<file path="src/rtl/iir_biquad_mc_pkg.sv">
// Shared definitions for the time-multiplexed biquad: FSM states, sequencing
// constants and the rounding-constant helper.
package iir_pkg;

  typedef enum logic [1:0] {
    IDLE,
    MAC,
    WB,
    DONE
  } state_t;

  localparam int unsigned MAC_STEPS  = 5;
  localparam int unsigned CYC_PER_CH = MAC_STEPS + 1;

  // Half an LSB of the output, added before the arithmetic shift (round-half-up).
  function automatic longint unsigned rnd_const(input int unsigned scale);
    return (scale == 0) ? 64'd0 : (64'd1 << (scale - 1));
  endfunction

endpackage

</file>
<file path="src/rtl/iir_biquad_mc_mac.sv">
// Shared signed multiplier with accumulator for the biquad sequencer.
// Priority: clear, then load rounding constant, then accumulate/subtract.
module iir_mac
  import iir_pkg::*;
#(
  parameter int unsigned DATA_WIDTH  = 16,
  parameter int unsigned COEFF_WIDTH = 18,
  parameter int unsigned ACC_WIDTH   = DATA_WIDTH + COEFF_WIDTH + 3,
  parameter int unsigned COEFF_SCALE = 14
) (
  input  logic                   clk,
  input  logic                   reset,
  input  logic                   clr_i,
  input  logic                   load_rnd_i,
  input  logic                   en_i,
  input  logic                   sub_i,
  input  logic [DATA_WIDTH-1:0]  a_i,
  input  logic [COEFF_WIDTH-1:0] b_i,
  output logic [ACC_WIDTH-1:0]   acc_o
);

  localparam int unsigned PW = DATA_WIDTH + COEFF_WIDTH;
  localparam logic [ACC_WIDTH-1:0] RND = ACC_WIDTH'(rnd_const(COEFF_SCALE));

  logic signed [PW-1:0]        prod;
  logic signed [ACC_WIDTH-1:0] prod_ext;
  logic signed [ACC_WIDTH-1:0] acc_q, acc_d;

  assign prod     = $signed(a_i) * $signed(b_i);
  assign prod_ext = {{(ACC_WIDTH - PW){prod[PW-1]}}, prod};

  always_comb begin
    acc_d = acc_q;
    if (clr_i) begin
      acc_d = '0;
    end else if (load_rnd_i) begin
      acc_d = RND;
    end else if (en_i) begin
      acc_d = sub_i ? (acc_q - prod_ext) : (acc_q + prod_ext);
    end
  end

  always_ff @(posedge clk or negedge reset) begin
    if (!reset) begin
      acc_q <= '0;
    end else begin
      acc_q <= acc_d;
    end
  end

  assign acc_o = acc_q;

endmodule

</file>
<file path="src/rtl/iir_biquad_mc.sv">
// Multi-channel biquad IIR sharing one multiplier across channels and terms.
// Define IIR_BIQUAD_SATURATE_EN to clamp results instead of legacy wrap.
module iir_biquad_mc
  import iir_pkg::*;
#(
  parameter int unsigned CHANNELS    = 2,
  parameter int unsigned DATA_WIDTH  = 16,
  parameter int unsigned COEFF_WIDTH = 18,
  parameter int unsigned COEFF_SCALE = 14,
  parameter int unsigned COUNT_BITS  = 10,
  parameter int unsigned ACC_WIDTH   = DATA_WIDTH + COEFF_WIDTH + 3
) (
  input  logic                           clk,
  input  logic                           reset,
  input  logic [COUNT_BITS-1:0]          div,
  input  logic [COEFF_WIDTH-1:0]         A2,
  input  logic [COEFF_WIDTH-1:0]         A3,
  input  logic [COEFF_WIDTH-1:0]         B1,
  input  logic [COEFF_WIDTH-1:0]         B2,
  input  logic [COEFF_WIDTH-1:0]         B3,
  input  logic [CHANNELS*DATA_WIDTH-1:0] in,
  output logic [CHANNELS*DATA_WIDTH-1:0] out,
  output logic                           out_valid,
  output logic                           overrun
);

  localparam int unsigned CH_W = (CHANNELS > 1) ? $clog2(CHANNELS) : 1;
  localparam int unsigned ST_W = 3;

  localparam logic signed [ACC_WIDTH-1:0] Y_MAX =
    {{(ACC_WIDTH - DATA_WIDTH + 1){1'b0}}, {(DATA_WIDTH - 1){1'b1}}};
  localparam logic signed [ACC_WIDTH-1:0] Y_MIN =
    {{(ACC_WIDTH - DATA_WIDTH + 1){1'b1}}, {(DATA_WIDTH - 1){1'b0}}};

  state_t                state_q, state_d;
  logic [CH_W-1:0]       ch_q, ch_d;
  logic [ST_W-1:0]       step_q, step_d;
  logic [COUNT_BITS-1:0] count_q;
  logic                  tick;

  logic [DATA_WIDTH-1:0] x0_q [CHANNELS];
  logic [DATA_WIDTH-1:0] x1_q [CHANNELS];
  logic [DATA_WIDTH-1:0] x2_q [CHANNELS];
  logic [DATA_WIDTH-1:0] y1_q [CHANNELS];
  logic [DATA_WIDTH-1:0] y2_q [CHANNELS];
  logic [DATA_WIDTH-1:0] stage_q [CHANNELS];

  logic [CHANNELS*DATA_WIDTH-1:0] out_q;
  logic                           valid_q;
  logic                           ovr_q;

  logic                    capture, wb_en, done_en;
  logic                    mac_clr, mac_load, mac_en, mac_sub;
  logic [DATA_WIDTH-1:0]   mac_a;
  logic [COEFF_WIDTH-1:0]  mac_b;
  logic [ACC_WIDTH-1:0]    acc;
  logic signed [ACC_WIDTH-1:0] shifted;
  logic [DATA_WIDTH-1:0]   y_nar;

  // div=0 makes div-1 all ones, giving the full 2^COUNT_BITS period.
  assign tick = (count_q == (div - COUNT_BITS'(1)));

  always_ff @(posedge clk or negedge reset) begin
    if (!reset) begin
      count_q <= '0;
    end else if (tick) begin
      count_q <= '0;
    end else begin
      count_q <= count_q + COUNT_BITS'(1);
    end
  end

  always_ff @(posedge clk or negedge reset) begin
    if (!reset) begin
      state_q <= IDLE;
      ch_q    <= '0;
      step_q  <= '0;
    end else begin
      state_q <= state_d;
      ch_q    <= ch_d;
      step_q  <= step_d;
    end
  end

  always_comb begin
    state_d  = state_q;
    ch_d     = ch_q;
    step_d   = step_q;
    capture  = 1'b0;
    wb_en    = 1'b0;
    done_en  = 1'b0;
    mac_clr  = 1'b0;
    mac_load = 1'b0;
    mac_en   = 1'b0;
    mac_sub  = 1'b0;
    case (state_q)
      IDLE: begin
        if (tick) begin
          capture  = 1'b1;
          mac_load = 1'b1;
          ch_d     = '0;
          step_d   = '0;
          state_d  = MAC;
        end
      end
      MAC: begin
        mac_en  = 1'b1;
        mac_sub = (step_q >= ST_W'(3));
        if (step_q == ST_W'(MAC_STEPS - 1)) begin
          step_d  = '0;
          state_d = WB;
        end else begin
          step_d = step_q + ST_W'(1);
        end
      end
      WB: begin
        wb_en    = 1'b1;
        mac_load = 1'b1;
        if (ch_q == CH_W'(CHANNELS - 1)) begin
          state_d = DONE;
        end else begin
          ch_d    = ch_q + CH_W'(1);
          state_d = MAC;
        end
      end
      DONE: begin
        done_en = 1'b1;
        mac_clr = 1'b1;
        state_d = IDLE;
      end
      default: state_d = IDLE;
    endcase
  end

  // Term order per channel: B1x0, B2x1, B3x2, then subtract A2y1, A3y2.
  always_comb begin
    mac_a = '0;
    mac_b = '0;
    case (step_q)
      3'd0: begin mac_a = x0_q[ch_q]; mac_b = B1; end
      3'd1: begin mac_a = x1_q[ch_q]; mac_b = B2; end
      3'd2: begin mac_a = x2_q[ch_q]; mac_b = B3; end
      3'd3: begin mac_a = y1_q[ch_q]; mac_b = A2; end
      3'd4: begin mac_a = y2_q[ch_q]; mac_b = A3; end
      default: begin mac_a = '0; mac_b = '0; end
    endcase
  end

  iir_mac #(
    .DATA_WIDTH (DATA_WIDTH),
    .COEFF_WIDTH(COEFF_WIDTH),
    .ACC_WIDTH  (ACC_WIDTH),
    .COEFF_SCALE(COEFF_SCALE)
  ) u_mac (
    .clk       (clk),
    .reset     (reset),
    .clr_i     (mac_clr),
    .load_rnd_i(mac_load),
    .en_i      (mac_en),
    .sub_i     (mac_sub),
    .a_i       (mac_a),
    .b_i       (mac_b),
    .acc_o     (acc)
  );

  assign shifted = $signed(acc) >>> COEFF_SCALE;

`ifdef IIR_BIQUAD_SATURATE_EN
  always_comb begin
    y_nar = shifted[DATA_WIDTH-1:0];
    if (shifted > Y_MAX) begin
      y_nar = Y_MAX[DATA_WIDTH-1:0];
    end else if (shifted < Y_MIN) begin
      y_nar = Y_MIN[DATA_WIDTH-1:0];
    end
  end
`else
  logic unused_hi;
  logic unused_lim;
  assign y_nar      = {shifted[ACC_WIDTH-1], shifted[DATA_WIDTH-2:0]};
  assign unused_hi  = ^shifted[ACC_WIDTH-2:DATA_WIDTH-1];
  assign unused_lim = ^{Y_MAX, Y_MIN};
`endif

  always_ff @(posedge clk or negedge reset) begin
    if (!reset) begin
      for (int unsigned i = 0; i < CHANNELS; i++) begin
        x0_q[i]    <= '0;
        x1_q[i]    <= '0;
        x2_q[i]    <= '0;
        y1_q[i]    <= '0;
        y2_q[i]    <= '0;
        stage_q[i] <= '0;
      end
      out_q   <= '0;
      valid_q <= 1'b0;
      ovr_q   <= 1'b0;
    end else begin
      valid_q <= done_en;
      if (tick && (state_q != IDLE)) begin
        ovr_q <= 1'b1;
      end
      if (capture) begin
        for (int unsigned i = 0; i < CHANNELS; i++) begin
          x0_q[i] <= in[i*DATA_WIDTH +: DATA_WIDTH];
          x1_q[i] <= x0_q[i];
          x2_q[i] <= x1_q[i];
        end
      end
      if (wb_en) begin
        y1_q[ch_q]    <= y_nar;
        y2_q[ch_q]    <= y1_q[ch_q];
        stage_q[ch_q] <= y_nar;
      end
      if (done_en) begin
        for (int unsigned i = 0; i < CHANNELS; i++) begin
          out_q[i*DATA_WIDTH +: DATA_WIDTH] <= stage_q[i];
        end
      end
    end
  end

  assign out       = out_q;
  assign out_valid = valid_q;
  assign overrun   = ovr_q;

endmodule

</file>
<file path="config.mk">
export PLATFORM = sky130hd
export DESIGN_NAME = iir_biquad_mc
export DESIGN_NICKNAME = d
export VERILOG_FILES = /design/src/rtl/iir_biquad_mc_pkg.sv /design/src/rtl/iir_biquad_mc_mac.sv /design/src/rtl/iir_biquad_mc.sv
export SDC_FILE = /design/constraint.sdc
export NUM_CORES = 1
export LEC_CHECK = 0
export BUFFER_PORTS_ARGS = -buffer_cell sky130_fd_sc_hd__buf_2
export CAP_MARGIN = 20
export CORE_UTILIZATION = 32
export CTS_CLUSTER_DIAMETER = 40
export DETAILED_ROUTE_END_ITERATION = 16
export GPL_ROUTABILITY_DRIVEN = 0
export PLACE_DENSITY_LB_ADDON = 0.25
export SLEW_MARGIN = 10
export SYNTH_ARGS = -nofsm -noshare
export SYNTH_HDL_FRONTEND = slang
export SYNTH_HIERARCHICAL = 1
export SYNTH_SLANG_ARGS = --single-unit
</file>
<file path="constraint.sdc">
create_clock -name clk -period 13.9 [get_ports clk]
set_input_delay 0 -clock clk [delete_from_list [all_inputs] [get_ports clk]]
set_output_delay 0 -clock clk [all_outputs]
set_load 0.05 [all_outputs]
</file>
# --- After elaboration in Yosys (flattened, before gate mapping) ---
# Index checks and enable logic that the tools add are counted.
totals:
  ff_bits: 279
  out_inout_bits: 34
  inputBits: 134
  elab_cells: 96
classes:
  n_lt_le_gt_ge: 3
  reduce_logical: 11
  muxes: 44
  addsub: 6
  mul: 1
  n_bitwise: 1
  n_eq_ne: 10
ops:
  columns: ["cell", "count"]
  rows:
  - ["$mux W16", 16]
  - ["$mux W37", 4]
  - ["$bwmux W32", 3]
  - ["$pmux W18 S5", 1]
  - ["$pmux W16 S5", 1]
  - ["$add A37 B34 Y37", 1]
  - ["$sub A37 B34 Y37", 1]
  - ["$mul A16 B18 Y34", 1]
  - ["$demux W16 S1", 1]
  - ["$add A10 B1 Y10 const B", 1]
  - ["$eq A10 B10 Y1", 1]
  - ["$mux W10", 1]
  - ["$sub A10 B1 Y10 const B", 1]
  - ["$mux W1", 8]
  - ["$pmux W2 S4", 1]
  - ["$eq A3 B2 Y1 const B", 2]
  - ["$mux W2", 3]
  - ["$mux W3", 2]
  - ["$pmux W3 S2", 1]
  - ["$reduce_and A2 Y1", 3]
  - ["$reduce_bool A2 Y1", 3]
  - ["$eq A2 B2 Y1 const B", 2]
  - ["$ne A2 B2 Y1 const B", 2]
  - ["$pmux W1 S2", 2]
  - ["13 further kinds", 14]

# --- Logic depth before layout (Yosys ltp) ---
logic_depth:
  depth_word: 11
  depth_mapped: 47
  depth_no_buf: 42

# --- Hierarchy ---
# Netlist, hierarchy kept.
modules_own_cells:
  columns: ["mod", "instances", "area_each_um2", "seq_area_each_um2", "cells_each"]
  rows:
  - ["iir_mac", 1, 15332.2, 925.9, 1755]
  - ["iir_biquad_mc", 1, 10435.0, 5255.0, 787]

# --- Least setup slack after synthesis ---
# Ideal clock, no wire load.
synth_timing:
  path_type: "flip-flop to flip-flop"
  startpoint: "register step_q[0]"
  endpoint: "register u_mac.acc_q[36], in the netlist u_mac/acc_o[36]"
  period_less_slack_ns: 9.969
  arrival_time_ns: 9.850
  stages_incl_launch_ff: 44
  setup_ns: 0.120
  setup_slack_ns: 3.931
  n_path_buf: 3
  required_time_ns: 13.780
  path_cell_list: "dfrtp_1 > inv_1 > ha_1 > nor2b_1 > clkbuf_1 > buf_1 > nand2_1 > nand3_1 > o22ai_1 > o221ai_1 > clkbuf_1 > nand2_1 > fa_1 > fa_1 > fa_1 > inv_1 > fa_1 > fa_1 > (+8 left out) > or2_2 > a21oi_1 > o21ai_0 > nor4b_2 > a21oi_1 > xor2_1 > ha_1 > a21oi_1 > nor2b_1 > o21ai_0 > nand2_1 > a31oi_4 > o31ai_1 > a41o_1 > a211oi_1 > xnor2_1 > a21oi_1 > a31o_1"
synth_via:
  elab_chain_cells: 8
  elab_cells_between_ends: 16
  classes_between: "add/sub (2); mul (1); order compare (1); eq/ne (4); mux (7); reduce/logical (1)"
synth_lines:
  columns: ["element", "line", "source"]
  rows:
  - ["start, declared", "iir_biquad_mc.sv:37", "logic [ST_W-1:0] step_q, step_d;"]
  - ["start signal, assigned", "iir_biquad_mc.sv:81", "step_q <= step_d;"]
  - ["$eq A3 B3 Y1 (tied with other cells)", "iir_biquad_mc.sv:139", "case (step_q)"]
  - ["$pmux W16 S5 (*)", "iir_biquad_mc.sv:139", null]
  - ["net mac_a[1]", "iir_biquad_mc.sv:54", "logic [DATA_WIDTH-1:0] mac_a;"]
  - ["$mul A16 B18 Y34 (*)", "iir_biquad_mc_mac.sv:29", "assign prod = $signed(a_i) * $signed(b_i);"]
  - ["$add A37 B34 Y37 / $sub A37 B34 Y37 (equally long branches)", "iir_biquad_mc_mac.sv:39", "acc_d = sub_i ? (acc_q - prod_ext) : (acc_q + prod_ext);"]
  - ["$mux W37 (*)", "iir_biquad_mc_mac.sv:39", null]
  - ["$mux W37 (*)", "iir_biquad_mc_mac.sv:38", "end else if (en_i) begin"]
  - ["$mux W37 (*)", "iir_biquad_mc_mac.sv:36", "end else if (load_rnd_i) begin"]
  - ["$mux W37 (*)", "iir_biquad_mc_mac.sv:34", "if (clr_i) begin"]
  - ["end signal, assigned", "iir_biquad_mc_mac.sv:45", "acc_q <= '0;"]
  - ["end signal, assigned", "iir_biquad_mc_mac.sv:47", "acc_q <= acc_d;"]
  - ["end, declared", "iir_biquad_mc_mac.sv:27", "logic signed [ACC_WIDTH-1:0] acc_q, acc_d;"]
# Mark *: on every way through the listed nets, which the timed path passes. The rest lies on a longest branch. The select of a mux whose other input is x is not followed.
# A chain may end at the register's enable or synchronous reset.

# --- Worst setup path after layout ---
layout_timing:
  startpoint: "register step_q[2]"
  endpoint: "register u_mac.acc_q[36], in the netlist u_mac/acc_o[36]"
# The elaborated chain is that of the path after synthesis.

==> metrics.md <==
| Metric | Value |
|---|---|
| Status | completed |
| Worst r2r path cells | 42 |
| Htree depth | 2 |
| Synth top area cells | dfrtp_1, fa_1, ha_1 |
| Tmin final | 11.21 ns |
| Tot GR Track Use | 17.6% |
| CORE AREA | 79400 sq um |
| Clk buf depth | 3 |
| Synth top cells by count | inv_1, fa_1, nand2_1 |
| Die area | 81700 sq um |
| Initial Util | 32.5% |
| Logic depth of the worst path, buffers included | 42 |
| WHS | 0.0842 ns |
| CP endpoint | u_mac/acc_o[36]$_DFFE_PN0P_ |
| Largest net degree at the start of global routing | 107 |
| Post-synth EDFFs | 0 |
| FP Rows | 103 |
| Cell area after synthesis | 25800 sq um |
| Crit-path slowest cell | dfrtp_1 |
| Post-synth ARST share | 100% |
| DR vias/cell | 4.99 |
| Critical Path Fanout Max | 28 |
| Tcrit/Tclk final | 80.6% |
| Clock slew at reported path FFs | 0.05 ns |
| #FFs+latches synth | 247 |
| Antenna violations before repair | 1 |
| Final Slew Violations | 0 |
| Slew Limit Headroom | 24.1% |
| Drt total wl | 70900 um |
| Clk root buf | clkbuf_16 |
| Yosys top cell area share | 24.0% |
| DR iter-0 viols | 1190 |
| Crit Path Category | flop to flop |
| Final hold violations | 0 |
| Worst path arrival time | 11.61 ns |
| Count leader, synth | inv_1 |
| Post-route DRC | 0 |
| Share of cells above drive strength 1 | 19.6% |
| Maxcap violations | 0 |
| Die Y | 286 um |
| Wire per inst | 18.7 um |
| Clk sink count | 247 |
| Mean post-synth cell area | 10.1 sq um |
| Setup bufs post-CTS | 0 |
| Biggest area consumer among synthesized cells | dfrtp_1 |
| Final setup vio count | 0 |
| CP required | 14.30 ns |
| Worst Skew | 0.0288 ns |
| Ys flop type | dfrtp_1 |
| WP buf/inv | 8 |
| Slowest stage delay, CP | 0.65 ns |
| Startpoint Class | flop |
| Sequential area share after synthesis | 24.0% |
| Synth Warn # | 6 |
| Final net count | 3257 |
| Slew @ Worst Pin | 1.14 ns |
| I/O Buffers | 167 |
| First-pass GRT wire length | 115000 um |
| Worst path top cell family by delay | adder cells |
| TritonRoute pass-1 iters | 5 |
| IO Pins | 168 |
| R2R Path Start | step_q[2]$_DFFE_PN0P_ |
| Antenna Nets Post-Route | 0 |
| Max Fclk | 89.2 MHz |
| Placed cells | 3676 |
| Die W | 286 um |
| CP Capture Type | flop |
| Total clock buffers created by CTS | 40 |
| R2R Path End | u_mac/acc_o[36]$_DFFE_PN0P_ |
| Synthesis-to-layout area growth | 13.9% |
| GR Overflow Total | 0 |
| Worst min path class | primary input to asynchronous set/reset pin |
| Setup TNS | 0 ns |
| Via count | 18900 |
| CTS tree | built |
| Setup crit start | step_q[2]$_DFFE_PN0P_ |
| HPWL after DPL | 53900 um |
| R2r setup slk | 2.69 ns |
| Number of global-route vias before repair | 20000 |
| Finished Layout Cells | 3784 |
| Clk_lat worst skew | 0.53 ns |
| Syn nets | 3097 |
| RSZ-0062 raised after global routing | no |
| Post-synthesis cell count | 2542 |
| Cell variety after synth | 90 |
what timing repair did:
item,CTS,global route
endpoints found under the setup margin,0,0
resized for setup,0,0
endpoints found under the hold margin,137,0
hold buffers,33,0
worst min-delay path by stage:
stage | start | endpoint | slack [ns]
finish | reset | count_q[7]$_DFF_PN0_ | 0.08
global route | reset | count_q[9]$_DFF_PN0_ | 0.19
global placement | reset | count_q[7]$_DFF_PN0_ | 0.12
CTS | reset | count_q[7]$_DFF_PN0_ | 0.14
detailed placement | reset | count_q[7]$_DFF_PN0_ | 0.12
floorplan | reset | ch_q$_DFFE_PN0P_ | -0.30
per-layer routing:
| layer | track usage [%] | up-vias | wire (um) |
|---|---|---|---|
| li1 | - | 8699 | - |
| met1 | 24.6 | 9711 | 32700 |
| met2 | 29.5 | 423 | 34100 |
| met3 | 2.17 | 63 | 3110 |
| met4 | 3.10 | 0 | 1010 |
| met5 | 0 | - | 0 |
cell families (layout without fill, tap and decap cells):
group | after synthesis | in the layout | share of synthesized area (%)
buf+inv | 462 | 653 | 7.45
other cells | 0 | 1 | 0
xor+xnor | 120 | 120 | 4.13
mux | 264 | 264 | 12.7
fa+ha+maj | 421 | 421 | 28.9
compound gates | 341 | 341 | 9.52
flops | 247 | 247 | 24.0
simple gates | 687 | 687 | 13.3
layout make-up:
| cell class | count | area [sq um] |
|---|---|---|
| diodes | 1 | 2.50 |
| repair buffers | 232 | 1440 |
| well taps | 1050 | 1310 |
| inverters | 348 | 1310 |
| clock inverters | 22 | 290 |
| flip-flops and latches | 247 | 6180 |
| fillers | 7912 | 50000 |
| multi-input cells | 1833 | 17700 |
| clock buffers | 51 | 1110 |
metrics by stage:
step / setup WS (ns) / util (%) / cell area, sq um
after floorplan: 3.93 / - / 25800
after global placement: 2.86 / 34.7 / 27600
after detailed placement: 2.74 / 34.7 / 27600
after CTS: 2.67 / 36.9 / 29300
after global routing: 1.69 / 37.0 / 29300
final: 2.69 / 37.0 / 29300
layout by cell type, fill, tap and decap left out, types with 9 or more instances in the layout:
master         netlist  routed
fa_1               291     291
nand2b_1            16      16
buf_4                0      31
a21o_1              26      26
mux2_2             122     122
nor2_1             124     123
and2_1             140     140
a22oi_1             27      27
o221ai_1            15      15
dfrtp_1            247     246
a221o_1             17      17
clkbuf_16            0      42
mux2_4              96      96
nand2_1            255     255
xor2_1              41      41
nor3_1              19      19
o211ai_1             9       9
o22ai_1             17      17
and3_1              12      12
buf_2                6     166
o21bai_1            12      12
nand3_1             50      50
inv_1              348     347
o21ai_0             35      35
mux2i_1             46      46
ha_1               130     129
dlygate4sd3_1        0      33
a21oi_1             82      82
a21oi_2              9       9
a31oi_1              9       9
a211oi_1            13      13
xnor2_1             78      78
o21a_1              10      10
sequential cells by signal (all words and copies together), names as in the netlist:
signal and count:
ch_q 1, y2_q 32, overrun 1, y1_q 32, step_q 3, x1_q 32
state_q 2, count_q 10, out_valid 1, out 32, u_mac/acc_o 37, x0_q 32
x2_q 32
Power is left out: the tool's default activity adds up to more than one toggle a clock period on the data nets, which glitch-free logic cannot reach.
